[config.mk]
export PLATFORM = sky130hd
export DESIGN_NAME = ysyx_22050078_pipe_ex_ls
export DESIGN_NICKNAME = d
export VERILOG_FILES = /design/src/rtl/ysyx_22050078_pipe_ex_ls.sv
export SDC_FILE = /design/constraint.sdc
export NUM_CORES = 1
export LEC_CHECK = 0
export BUFFER_PORTS_ARGS = -buffer_cell sky130_fd_sc_hd__buf_4
export CELL_PAD_IN_SITES_DETAIL_PLACEMENT = 2
export CELL_PAD_IN_SITES_GLOBAL_PLACEMENT = 2
export CORE_ASPECT_RATIO = 1.2
export CORE_MARGIN = 4
export CORE_UTILIZATION = 35
export DETAILED_ROUTE_END_ITERATION = 7
export PLACE_DENSITY = 0.8
export SKIP_LAST_GASP = 1
export SYNTH_ARGS = -nofsm -noshare
export SYNTH_HDL_FRONTEND = slang
export SYNTH_SLANG_ARGS = --single-unit
[constraint.sdc]
create_clock -name i_clk -period 20.9 [get_ports i_clk]
set_input_delay 1.045 -clock i_clk [delete_from_list [all_inputs] [get_ports i_clk]]
set_output_delay 1.045 -clock i_clk [all_outputs]
set_load 0.1 [all_outputs]
[src/rtl/ysyx_22050078_pipe_ex_ls.sv]
// EX -> LS pipeline register with a two-entry skid buffer.
// Keeps o_exu_ready registered and counts LS back-pressure cycles.
module ysyx_22050078_pipe_ex_ls #(
    parameter int CPU_WIDTH = 64,
    parameter int REG_ADDRW = 5
) (
    input  logic                 i_clk,
    input  logic                 i_rst,
    input  logic                 i_flush,
    input  logic                 i_exu_valid,
    output logic                 o_exu_ready,
    input  logic [CPU_WIDTH-1:0] i_exu_result,
    input  logic [CPU_WIDTH-1:0] i_exu_rs2_data,
    input  logic [REG_ADDRW-1:0] i_exu_rd_addr,
    input  logic                 i_exu_rdwen,
    input  logic                 i_exu_lden,
    input  logic                 i_exu_sten,
    input  logic [2:0]           i_exu_func3,
    input  logic [CPU_WIDTH-1:0] i_exu_pc,
    input  logic [CPU_WIDTH-1:0] s_exu_diffpc,
    output logic                 o_lsu_valid,
    input  logic                 i_lsu_ready,
    output logic [CPU_WIDTH-1:0] o_lsu_result,
    output logic [CPU_WIDTH-1:0] o_lsu_rs2_data,
    output logic [REG_ADDRW-1:0] o_lsu_rd_addr,
    output logic                 o_lsu_rdwen,
    output logic                 o_lsu_lden,
    output logic                 o_lsu_sten,
    output logic [2:0]           o_lsu_func3,
    output logic [CPU_WIDTH-1:0] o_lsu_pc,
    output logic [CPU_WIDTH-1:0] s_lsu_diffpc,
    output logic [31:0]          o_stall_cnt
);

    typedef struct packed {
        logic [CPU_WIDTH-1:0] result;
        logic [CPU_WIDTH-1:0] rs2_data;
        logic [REG_ADDRW-1:0] rd_addr;
        logic                 rdwen;
        logic                 lden;
        logic                 sten;
        logic [2:0]           func3;
        logic [CPU_WIDTH-1:0] pc;
        logic [CPU_WIDTH-1:0] diffpc;
    } pl_t;

    typedef enum logic [1:0] {
        EMPTY = 2'd0,
        ONE   = 2'd1,
        FULL  = 2'd2
    } state_t;

    state_t      state_q, state_d;
    pl_t         main_q, main_d;
    pl_t         skid_q, skid_d;
    logic        main_vld_q, main_vld_d;
    logic        skid_vld_q, skid_vld_d;
    logic        ready_q, ready_d;
    logic [31:0] stall_cnt_q, stall_cnt_d;

    pl_t  in_pl;
    logic in_fire;
    logic out_fire;

    assign in_pl = '{
        result:   i_exu_result,
        rs2_data: i_exu_rs2_data,
        rd_addr:  i_exu_rd_addr,
        rdwen:    i_exu_rdwen,
        lden:     i_exu_lden,
        sten:     i_exu_sten,
        func3:    i_exu_func3,
        pc:       i_exu_pc,
        diffpc:   s_exu_diffpc
    };

    assign in_fire  = i_exu_valid & ready_q;
    assign out_fire = main_vld_q & i_lsu_ready;

    always_comb begin
        state_d = state_q;
        main_d  = main_q;
        skid_d  = skid_q;
        if (i_flush) begin
            state_d = EMPTY;
        end else begin
            unique case (state_q)
                EMPTY: begin
                    if (in_fire) begin
                        main_d  = in_pl;
                        state_d = ONE;
                    end
                end
                ONE: begin
                    if (in_fire && out_fire) begin
                        main_d = in_pl;
                    end else if (in_fire) begin
                        skid_d  = in_pl;
                        state_d = FULL;
                    end else if (out_fire) begin
                        state_d = EMPTY;
                    end
                end
                FULL: begin
                    if (out_fire) begin
                        main_d  = skid_q;
                        state_d = ONE;
                    end
                end
                default: state_d = EMPTY;
            endcase
        end
        main_vld_d = (state_d != EMPTY);
        skid_vld_d = (state_d == FULL);
        ready_d    = (state_d != FULL);
    end

    // Saturating count of cycles the LSU holds a valid payload back
    always_comb begin
        stall_cnt_d = stall_cnt_q;
        if (main_vld_q && !i_lsu_ready && stall_cnt_q != 32'hFFFF_FFFF) begin
            stall_cnt_d = stall_cnt_q + 32'd1;
        end
    end

    always_ff @(posedge i_clk or posedge i_rst) begin
        if (i_rst) begin
            state_q     <= EMPTY;
            main_q      <= '0;
            skid_q      <= '0;
            main_vld_q  <= 1'b0;
            skid_vld_q  <= 1'b0;
            ready_q     <= 1'b1;
            stall_cnt_q <= '0;
        end else begin
            state_q     <= state_d;
            main_q      <= main_d;
            skid_q      <= skid_d;
            main_vld_q  <= main_vld_d;
            skid_vld_q  <= skid_vld_d;
            ready_q     <= ready_d;
            stall_cnt_q <= stall_cnt_d;
        end
    end

    logic unused_skid_vld;
    assign unused_skid_vld = skid_vld_q;

    assign o_exu_ready    = ready_q;
    assign o_lsu_valid    = main_vld_q;
    assign o_lsu_result   = main_q.result;
    assign o_lsu_rs2_data = main_q.rs2_data;
    assign o_lsu_rd_addr  = main_q.rd_addr;
    assign o_lsu_rdwen    = main_q.rdwen & main_vld_q;
    assign o_lsu_lden     = main_q.lden & main_vld_q;
    assign o_lsu_sten     = main_q.sten & main_vld_q;
    assign o_lsu_func3    = main_q.func3;
    assign o_lsu_pc       = main_q.pc;
    // Bubbles carry diffpc = 1 so difftest can skip them
    assign s_lsu_diffpc   = main_vld_q ? main_q.diffpc : CPU_WIDTH'(1);
    assign o_stall_cnt    = stall_cnt_q;

endmodule

After elaboration in Yosys (flattened, before gate mapping)

Cells that the tools add are included.

Word-level logic and storage cells: 58
Bits in registers: 570
Input bits: 272
Output and inout port bits: 301

$add $sub $neg: 1
Reduce and logical (&&, ||, !) cells: 9
Mux-type cells: 12
Eq/ne operators: 7
Bitwise logic cells: 7

Operators by type and width:

| operator              | count |
|---|---|
| $mux 267              | 3 |
| $pmux 267 s3          | 1 |
| $mux 64               | 1 |
| $add 32x1->32 const B | 1 |
| $ne 32x32->1 const B  | 1 |
| $mux 2                | 6 |
| $ne 2x2->1 const B    | 4 |
| $pmux 2 s3            | 1 |
| $and 1x1->1           | 5 |
| $reduce_and 5->1      | 1 |
| $reduce_and 4->1      | 1 |
| $logic_and 1x1->1     | 3 |
| $reduce_bool 3->1     | 1 |
| $eq 2x1->1 const B    | 1 |
| $eq 2x2->1 const B    | 1 |
| $logic_not 2->1       | 1 |
| $not 1->1             | 2 |
| $reduce_bool 2->1     | 1 |
| $logic_not 1->1       | 1 |

Longest topological paths before layout

Gate-level depths: netlist (run 1).

Depth in word-level cells: 7
Gate-level depth with buffers: 8
Depth with buffers taken out: 6

Worst setup path before layout (run 1)

OpenSTA, ideal clock, no wires.

Path type: register to output
Start point: register main_vld_q, in the netlist o_lsu_valid
End point: output s_lsu_diffpc[47]
Arrival time: 2.482 ns
Buffers on the path: 3
Cell stages (with the launch flop): 5
Data required time: 19.855 ns
Path slack: 17.373 ns
Cell sequence: dfrtp_1 > clkbuf_1 > clkbuf_1 > clkbuf_1 > and2_1

Cells in the longest elaborated chain, start to end: 1

RTL lines:

| item                   | line | RTL |
|---|---|---|
| start, declared        | 56   | `logic main_vld_q, main_vld_d;` |
| start signal, assigned | 139  | `main_vld_q <= main_vld_d;` |
| $mux 64                | 160  | `assign s_lsu_diffpc = main_vld_q ? main_q.diffpc : CPU_WIDTH'(1);` |
| end, declared          | 31   | `output logic [CPU_WIDTH-1:0] s_lsu_diffpc,` |

Every way passes these cells.

Final worst setup path (run 1)

Start point: register main_vld_q, in the netlist o_lsu_valid
End point: register main_q[36] (netlist bit)

Cells in the longest elaborated chain, start to end: 4
Elaborated cells between the ends (all ways): 5
Those cells by class: 2 x eq/ne; 1 x bitwise; 2 x reduce/logical

RTL lines:

| item                         | line | RTL |
|---|---|---|
| $and 1x1->1 *                | 78   | `assign out_fire = main_vld_q & i_lsu_ready;` |
| $logic_and 1x1->1            | 95   | `if (in_fire && out_fire) begin` |
| $ne 2x2->1 (no line)         | --   |  |
| $reduce_and 5->1 (no line) * | --   |  |
| end signal, assigned         | 137  | `main_q <= main_d;` |
| end, declared                | 54   | `pl_t main_q, main_d;` |

Every way passes the cells marked *; elsewhere a longest branch is shown, timed or not.
A chain may end at the register's enable or synchronous reset.

==> flow_summary.ini, run 1 <==
[floorplanning]
die_area_mm2 = 0.0776
die_x_um = 255
start_util = 0.354
die_height_um = 304
ios = 573
rows = 108
core_area_mm2 = 0.0724

[logic_synthesis]
yosysMostFrequentCell = dfrtp_1
synthArstFlopShare = 1.00
mappedNetlistNets = 2443
ys.flop_type = dfrtp_1
synth_area_mm2 = 0.0256
yosys.area.top_type = dfrtp_1
synth_area_per_cell_um2 = 11.8
ys_warn_count = 0
yosysTopAreaCellShare = 0.556
ys_types = 40
synthTopCellsByCount = 569 x dfrtp_1, 284 x nand2_1, 268 x mux2_2, 268 x o21ai_0, 267 x mux2i_1
synthCells = 2170
ys_seq_area_frac = 0.557
synth-edff-count = 0
yosys_register_bits = 570
synth_area_leaders = dfrtp_1 56%, mux2_2 12%, mux2i_1 10%

[sta]
final.min_clock_period_ps = 4190
fin_crit_sh = 0.200
timing.fmax_mhz = 239
rsz0062_at_grt = false
setup_violations = 0
hold_violations = 0
drv_slew = 0
worst_pin_slew_ps = 1090
fin_skew_ps = 15.5
slew_headroom = 0.275
fin_tns_setup_ps = 0

[finish]
fillers = 7348
area_growth_pct = 21.8
layout.nets = 2764
multi_input_area_mm2 = 0.00931
drive_gt1_frac = 0.380
regArea_mm2 = 0.0143
fin_cells = 3482

[worst_setup_path]
cp_slowest_cell = buf_4
crit_path_end_kind = register
cpMostUsedCell = buf_4
path_max_fanout = 108
critPathTopFamily = buffers and inverters
path_buf_inv = 3
cp-start-kind = register
crit_type = reg -> reg
cp.arrival_ps = 4610
path_cells = buf_4, nand4b_1, a21o_4, buf_4, buf_4, o21ai_0
cp.required_ps = 21330
worst_path_largest_cell_delay_ps = 920

[clocking]
cts-root-buf = clkbuf_16
holdBufCountCts = 0
cts_resized = 0
cts_tree = done
postCtsSetupBuffers = 0
cts_buffers = 61
clk_latency_ps = 620
clk_pin_slew_worst_paths_ps = 60
cts-htree-levels = 2
cts.sinks = 570
clk_path_buf_depth = 3

[flow_run]
max_cap_viol_count = 0

[placement]
dpl.hpwl_um = 54900
port_buffers = 572
placedCellCount = 3363
gp_congestion = 0.775

[grt]
grt_pass1_wl_um = 123000
grt_max_degree = 229
grt_use_total = 0.201
grt_pass1_vias = 20400
overflow = 0
antenna_found_initial = 21

[routing]
avgRoutedWirePerCell_um = 23.1
first_iter_violations = 731
via_count = 17500
drtAntennaViolNets = 0
routed_wirelength_um = 80400
avgViaCountPerCell = 5.03
drt-pass1-iter-count = 6
drc_errors = 0

[worst_hold_path]
hp-class = reg -> reg

[power_and_ir_drop]
leakagePower_nw = 14.2
ir_drop_mv = 0.0847
totalPowerFinal_mw = 4.79
powerDensity_mw_per_mm2 = 153

[run_status]
status = completed
per-layer routing:
| layer | global-route usage | wire length (µm) |
|---|---|---|
| met1 | 0.214 | 28700 |
| met2 | 0.363 | 42100 |
| met3 | 0.0660 | 6120 |
| met4 | 0.0840 | 3490 |
| met5 | 0 | 89 |
tightest hold or removal path, stage by stage, from the launching register on:
cell and delay, ps:
dfrtp_1 340, nand2_1 50, o21ai_0 60
state kept, by name, summed over array words and instances, names as in the netlist:
signal / count
o_lsu_valid: 1
o_lsu_result: 64
skid_q: 267
o_stall_cnt: 32
o_lsu_rs2_data: 64
o_lsu_func3: 3
o_lsu_pc: 64
o_lsu_rd_addr: 5
main_q: 67
o_exu_ready: 1
state_q: 2
where the power goes:
group	internal (mW)	switching [mW]	leakage (nW)
clock	0.603	0.455	0.952
combinational	0.510	1.45	6.19
sequential	1.52	0.251	7.03
cells in the final DEF, fill, tap and decap left out, drive strengths merged, types with 2 or more instances in the layout:
cell type  instances
nand4              5
dfrtp            569
a31oi              2
nor2              10
nand2b             3
nor2b              2
and2              66
and3               3
nand3             13
or3                2
inv                7
mux2i            267
nor4              13
xor2              28
nor3              14
clkbuf            86
diode             14
a21oi              2
nand2            284
bufinv             2
o21ai            268
mux2             269
clkinv            13
xnor2              2
buf              589
final cells by class:
class / instances / share of cell area
flip-flops and latches: 570 / 0.457
multi-input cells: 1265 / 0.299
repair buffers: 589 / 0.143
clock buffers: 86 / 0.0561
well taps: 935 / 0.0375
clock inverters: 19 / 0.00521
diodes: 14 / 0.00112
inverters: 4 / 0.000722
worst paths after layout:
| check | from | endpoint | slack (ps) | cells past startpoint |
|---|---|---|---|---|
| max | o_lsu_valid$_DFF_PP0_ | main_q[36]$_DFFE_PP0P_ | 16710 | 6 |
| min | main_q[15]$_DFFE_PP0P_ | main_q[15]$_DFFE_PP0P_ | 480 | 2 |
| max reg2reg | o_lsu_valid$_DFF_PP0_ | main_q[36]$_DFFE_PP0P_ | 16710 | 6 |
| min reg2reg | main_q[15]$_DFFE_PP0P_ | main_q[15]$_DFFE_PP0P_ | 480 | 2 |
| max in group asynchronous | i_rst | o_stall_cnt[30]$_DFFE_PP0P_ | 17060 | 5 |
| min in group asynchronous | i_rst | skid_q[222]$_DFFE_PP0P_ | 630 | 2 |
kinds of logic (layout without fill, tap and decap cells):
kind of cell | after synthesis | count (layout) | share of synthesized area
flip-flops | 570 | 570 | 0.557
multiplexers | 536 | 536 | 0.223
AND/OR/NAND/NOR | 421 | 421 | 0.0740
buffers and inverters | 335 | 698 | 0.0804
AO/OA/AOI/OAI | 277 | 277 | 0.0552
XOR/XNOR | 30 | 30 | 0.0103
adder cells (fa/ha/maj) | 1 | 1 | 0.000488
other | 0 | 14 | 0
stage by stage:
stage | worst slack (ps) | hold WS (ps) | utilization | cell area (µm²)
final | 16710 | 478 | 0.431 | 31200
after global routing | 16300 | 512 | 0.431 | 31200
after CTS | 16660 | 480 | 0.430 | 31200
after detailed placement | 16230 | 466 | 0.404 | 29200
after global placement | 16420 | 456 | 0.404 | 29200
after floorplan | 3910 | 441 | - | 25600
Note: power is estimated with default switching activity, not from simulation.
==> run 2: changes to the inputs <==
==> constraint.sdc (replaced) <==
create_clock -name i_clk -period 4.1 [get_ports i_clk]
set_input_delay 0.205 -clock i_clk [delete_from_list [all_inputs] [get_ports i_clk]]
set_output_delay 0.205 -clock i_clk [all_outputs]
set_load 0.1 [all_outputs]
==> flow_summary.ini, run 2 (same netlist as run 1, synthesis figures left out) <==
[run_status]
status = completed

[sta]
rsz0062_at_grt = false
drv_slew = 0
worst_pin_slew_ps = 1130
hold_violations = 0
fin_crit_sh = 0.707
hold_slack_ps = 257
slew_headroom = 0.248
timing.fmax_mhz = 345
final.min_clock_period_ps = 2900
setup_violations = 0
fin_skew_ps = 17.9

[routing]
drc_errors = 0
routed_wirelength_um = 105000
wl_met1_um = 37700
top_layer_used = met5
drt-pass1-iter-count = 5
via_count = 19400
met3_length_um = 5020
first_iter_violations = 944
avgRoutedWirePerCell_um = 27.9
avgViaCountPerCell = 5.14
drtAntennaViolNets = 0
wl_met2_um = 57100

[clocking]
clk_latency_ps = 620
cts_tree = done
clk_path_buf_depth = 3
cts-root-buf = clkbuf_16
cts-htree-levels = 2
cts_buffers = 61
cts_resized = 0
cts.sinks = 570
clk_pin_slew_worst_paths_ps = 60

[worst_setup_path]
cp.arrival_ps = 3390
cp-start-kind = register
path_cells = nand4_2, or4_4, and4bb_1, nor2_1, mux2_4
path_buf_inv = 0
cp_slowest_cell = and4bb_1
critPathTopFamily = simple AND/OR/NAND/NOR gates
worst_path_largest_cell_delay_ps = 850
crit_type = reg -> reg
crit_path_end_kind = register
cp.required_ps = 4590
path_max_fanout = 22

[finish]
top_register = skid_q
stdcell_area_mm2 = 0.0343
fillers = 7046
layout.nets = 3051
drive_gt1_frac = 0.345
reg_top3 = skid_q: 267 flops, main_q: 67 flops
largest_register_ff_count = 267
mostFrequentLayoutCells = 589 x buf_4, 568 x dfrtp_1, 284 x nand2_1
area_growth_pct = 33.8
final_common_cell = buf_4
fin_cells = 3779

[placement]
port_buffers = 572
place_area_mm2 = 0.0295
gp_congestion = 0.842
dpl.hpwl_um = 56600
placedCellCount = 3380

[floorplanning]
rows = 108
die_area_mm2 = 0.0776
start_util = 0.354
ios = 573
die_x_um = 255
core_area_mm2 = 0.0724
die_height_um = 304

[grt]
grt_pass1_vias = 23300
antenna_found_initial = 20
grt_use_total = 0.263
overflow = 0
grt_max_degree = 140
grt_pass1_wl_um = 156000

[power_and_ir_drop]
switching_power_mw = 12.0
swShare = 0.465
ir_drop_mv = 0.448
leakagePower_nw = 15.5
power_frac_seq = 0.361
p_int_mw = 13.8
combPwrFrac = 0.416
clockPowerShare = 0.223
powerDensity_mw_per_mm2 = 752

[worst_hold_path]
hp-class = in -> reg

[flow_run]
max_cap_viol_count = 0
==> run 2: cell types whose count changed in the layout (fill, tap and decap cells not counted) <==
cell and delta:
inv_6 -2, buf_12 +13, bufinv_16 +1, clkbuf_8 +1
clkinv_4 -1, buf_4 +4, clkbuf_1 +9, diode_2 +4
clkbuf_16 +2, dlygate4sd3_1 +270, clkinv_2 -3, inv_8 -1
==> run 2: final timing paths <==
path | start | end | slack (ps) | depth (start not counted)
max | o_stall_cnt[18]$_DFFE_PP0P_ | o_stall_cnt[1]$_DFFE_PP0P_ | 1200 | 5
min | i_exu_valid | state_q[0]$_DFF_PP0_ | 260 | 5
max reg2reg | o_stall_cnt[18]$_DFFE_PP0P_ | o_stall_cnt[1]$_DFFE_PP0P_ | 1200 | 5
min reg2reg | main_q[29]$_DFFE_PP0P_ | main_q[29]$_DFFE_PP0P_ | 480 | 2
max in group asynchronous | i_rst | main_q[59]$_DFFE_PP0P_ | 2460 | 5
min in group asynchronous | i_rst | skid_q[210]$_DFFE_PP0P_ | 460 | 3
==> run 2: repair_timing <==
item / 4_1_cts / 5_1_grt
hold buffers: 270 / 0
hold endpoints to repair: 570 / 0
buffers inserted: 0 / 0
==> run 2: metal layers <==
layer,vias up,track usage
met4,4,0.119
met5,-,0
li1,8439,-
met3,260,0.0543
met1,10100,0.278
met2,589,0.496
==> run 2: stage by stage <==
stage	worst slack, ps	utilization	setup TNS [ps]	power [mW]
3_5_place_dp	1340	0.408	0	19.2
2_1_floorplan	-3870	-	-2202460	17.3
5_1_grt	1100	0.473	0	26.7
3_3_place_gp	1430	0.408	0	18.6
6_report	1200	0.473	0	25.8
4_1_cts	1320	0.473	0	25.1
==> run 2: layout make-up <==
| class | count | area, µm² | area share |
|---|---|---|---|
| repair buffers | 876 | 7460 | 0.218 |
| well taps | 935 | 1170 | 0.0341 |
| flip-flops and latches | 570 | 14300 | 0.416 |
| clock inverters | 13 | 144 | 0.00420 |
| diodes | 18 | 45.0 | 0.00131 |
| clock buffers | 98 | 1850 | 0.0539 |
| inverters | 4 | 18.8 | 0.000548 |
| multi-input cells | 1265 | 9310 | 0.272 |
==> run 2: worst register-to-register path, stage by stage (launching register included) <==
cell and delay, ps:
dfrtp_1 500, nand4_2 250, or4_4 560, and4bb_1 850
nor2_1 260, mux2_4 360
==> run 2: power groups by stage <==
| stage | Combinational (mW) | Clock (mW) | Sequential [mW] |
|---|---|---|---|
| finish | 10.7 | 5.74 | 9.31 |
| global route | 11.1 | 6.12 | 9.51 |
| CTS | 10.4 | 5.71 | 9.03 |
| detailed placement | 10.1 | 0 | 9.08 |
| global placement | 9.78 | 0 | 8.82 |
| floorplan | 8.48 | 0 | 8.84 |
==> run 3: changes to the inputs <==
--- a/config.mk
+++ b/config.mk
@@ -5,14 +5,15 @@
 export SDC_FILE = /design/constraint.sdc
 export NUM_CORES = 1
 export LEC_CHECK = 0
+export ABC_AREA = 1
 export BUFFER_PORTS_ARGS = -buffer_cell sky130_fd_sc_hd__buf_4
 export CELL_PAD_IN_SITES_DETAIL_PLACEMENT = 2
 export CELL_PAD_IN_SITES_GLOBAL_PLACEMENT = 2
 export CORE_ASPECT_RATIO = 1.2
 export CORE_MARGIN = 4
-export CORE_UTILIZATION = 35
+export CORE_UTILIZATION = 29
 export DETAILED_ROUTE_END_ITERATION = 7
-export PLACE_DENSITY = 0.8
+export PLACE_DENSITY = 0.77
 export SKIP_LAST_GASP = 1
 export SYNTH_ARGS = -nofsm -noshare
 export SYNTH_HDL_FRONTEND = slang
==> constraint.sdc (replaced) <==
create_clock -name i_clk -period 2.5 [get_ports i_clk]
set_input_delay 0.125 -clock i_clk [delete_from_list [all_inputs] [get_ports i_clk]]
set_output_delay 0.125 -clock i_clk [all_outputs]
set_load 0.1 [all_outputs]
==> flow_summary.ini, run 3 <==
[run_status]
status = completed

[logic_synthesis]
ys.flop_type = dfrtp_1
ys_seq_area_frac = 0.523
synthTopCellsByCount = 717 x nand2_1, 569 x dfrtp_1, 393 x nor2_1
ys_warn_count = 0
synthArstFlopShare = 1.00
yosysTopAreaCellShare = 0.522
synth_area_mm2 = 0.0273
yosys.area.top_type = dfrtp_1
mappedNetlistNets = 3575
ys_types = 28
yosys_register_bits = 570
synthCells = 3302
yosysMostFrequentCell = nand2_1
synth-edff-count = 0
synth_area_per_cell_um2 = 8.25
synth_area_leaders = dfrtp_1 52%, nand2_1 9.9%, buf_4 6.3%

[routing]
avgViaCountPerCell = 4.74
drc_errors = 0
avgRoutedWirePerCell_um = 21.6
routed_wirelength_um = 112000
via_count = 24700
first_iter_violations = 1067
drt-pass1-iter-count = 7
drtAntennaViolNets = 0

[grt]
grt_pass1_vias = 28400
overflow = 0
grt_pass1_wl_um = 172000
antenna_found_initial = 10
grt_max_degree = 149
grt_use_total = 0.221

[sta]
fin_skew_ps = 22.3
hold_violations = 0
setup_violations = 0
rsz0062_at_grt = false
worst_pin_slew_ps = 971
fin_tns_setup_ps = 0
fin_ws_ps = 287
slew_headroom = 0.352
final.min_clock_period_ps = 2210
timing.fmax_mhz = 452
fin_crit_sh = 0.885
drv_slew = 0

[worst_setup_path]
setup.reg_to_reg.worst_slack_ps = 290
cp-start-kind = register
path_buf_inv = 2
path_cells = nand2_1, nand2_1, nand4_1, nor2_4, buf_12, buf_12, nor2_1, a21oi_1
crit_type = reg -> reg
cp.required_ps = 2980
critPathTopFamily = simple AND/OR/NAND/NOR gates
crit_path_end_kind = register
cp.arrival_ps = 2690
worst_path_largest_cell_delay_ps = 530
path_max_fanout = 48
r2r-start = o_exu_ready$_DFF_PP1_
setup.worst_path.start = o_exu_ready$_DFF_PP1_
cp_slowest_cell = dfstp_2

[floorplanning]
die_height_um = 344
rows = 122
ios = 573
die_x_um = 288
start_util = 0.294
core_area_mm2 = 0.0928
die_area_mm2 = 0.0990

[placement]
dpl.hpwl_um = 66100
port_buffers = 572
gp_congestion = 0.787
dp_slack_ps = 424
place_area_mm2 = 0.0315
placedCellCount = 4810

[clocking]
cts_tree = done
clk_latency_ps = 600
postCtsSetupBuffers = 0
cts-htree-levels = 3
cts_buffers = 68
holdBufCountCts = 272
clk_path_buf_depth = 3
cts_resized = 0
clk_pin_slew_worst_paths_ps = 70
cts-root-buf = clkbuf_16
cts.sinks = 570

[flow_run]
max_cap_viol_count = 0

[finish]
layout.nets = 4185
largest_register_ff_count = 267
top_register = skid_q
stdcell_area_mm2 = 0.0366
drive_gt1_frac = 0.198
fin_cells = 5209
area_growth_pct = 34.2
final_core_util = 0.394
final_common_cell = nand2_1
reg_top3 = skid_q: 267 flops, main_q: 67 flops
mostFrequentLayoutCells = 717 x nand2_1, 633 x buf_4, 568 x dfrtp_1

[power_and_ir_drop]
powerDensity_mw_per_mm2 = 1360
leakagePower_nw = 17.6
ir_drop_mv = 1.13

[worst_hold_path]
hp-class = in -> async
## run 3: changes by cell type in the layout (fill, tap and decap cells not counted), moves of 136 or more
cell,before,now
mux2i_1,267,0
o21a_1,0,191
o21ai_1,0,136
nor2_1,10,393
inv_1,3,366
nand2_1,284,717
mux2_2,268,0
a21oi_1,2,341
## run 3: cells by family after synthesis
kind of cell | Yosys count | synth area share
compound gates | 810 | 0.166
xor+xnor | 13 | 0.00418
fa+ha+maj | 1 | 0.000459
buf+inv | 760 | 0.144
flops | 570 | 0.523
simple gates | 1148 | 0.161
## run 3: path summary, 6_finish.rpt
check                                                to  depth (start not counted)
min in group i_clk              skid_q[212]$_DFFE_PP0P_                          4
hold reg to reg                 skid_q[193]$_DFFE_PP0P_                          2
hold / removal              o_stall_cnt[16]$_DFFE_PP0P_                          3
setup reg to reg           o_lsu_result[17]$_DFFE_PP0P_                          8
max in group asynchronous         o_lsu_valid$_DFF_PP0_                          5
setup / recovery           o_lsu_result[17]$_DFFE_PP0P_                          8
## run 3: worst reg2reg max path: stages (launching register included)
cell and delay [ps]:
dfstp_2 530, nand2_1 90, nand2_1 80, nand4_1 130
nor2_4 220, buf_12 230, buf_12 340, nor2_1 130
a21oi_1 340
## run 3: cell type report
type                            count  area (µm²)
Antenna cell                        8        20.0
Timing Repair Buffer              930        7980
Tap cell                         1240        1550
Fill cell                       10200       56200
Multi-Input combinational cell   1972        9080
Inverter                          370        1400
Clock inverter                     26         353
Sequential cell                   570       14300
Clock buffer                       93        1940
## run 3: stage by stage
stage               power [mW]  hold slack (ps)
floorplan                 34.4              203
global placement          37.5              205
detailed placement        38.2              204
CTS                       49.3              119
global route              52.2              119
finish                    49.9              122
## run 3: per-layer routing
metal	GRT usage	up-vias	share of wire
met5	0	-	0.00036
met4	0.0865	6	0.039
met3	0.0458	219	0.051
met2	0.401	616	0.51
met1	0.253	12500	0.39
li1	-	11400	-
## run 3: power by group
group	internal, mW	switching (mW)	total [mW]
combinational	5.15	18.5	23.7
sequential	13.2	2.62	15.8
clock	6.18	4.26	10.4
total	24.5	25.4	49.9
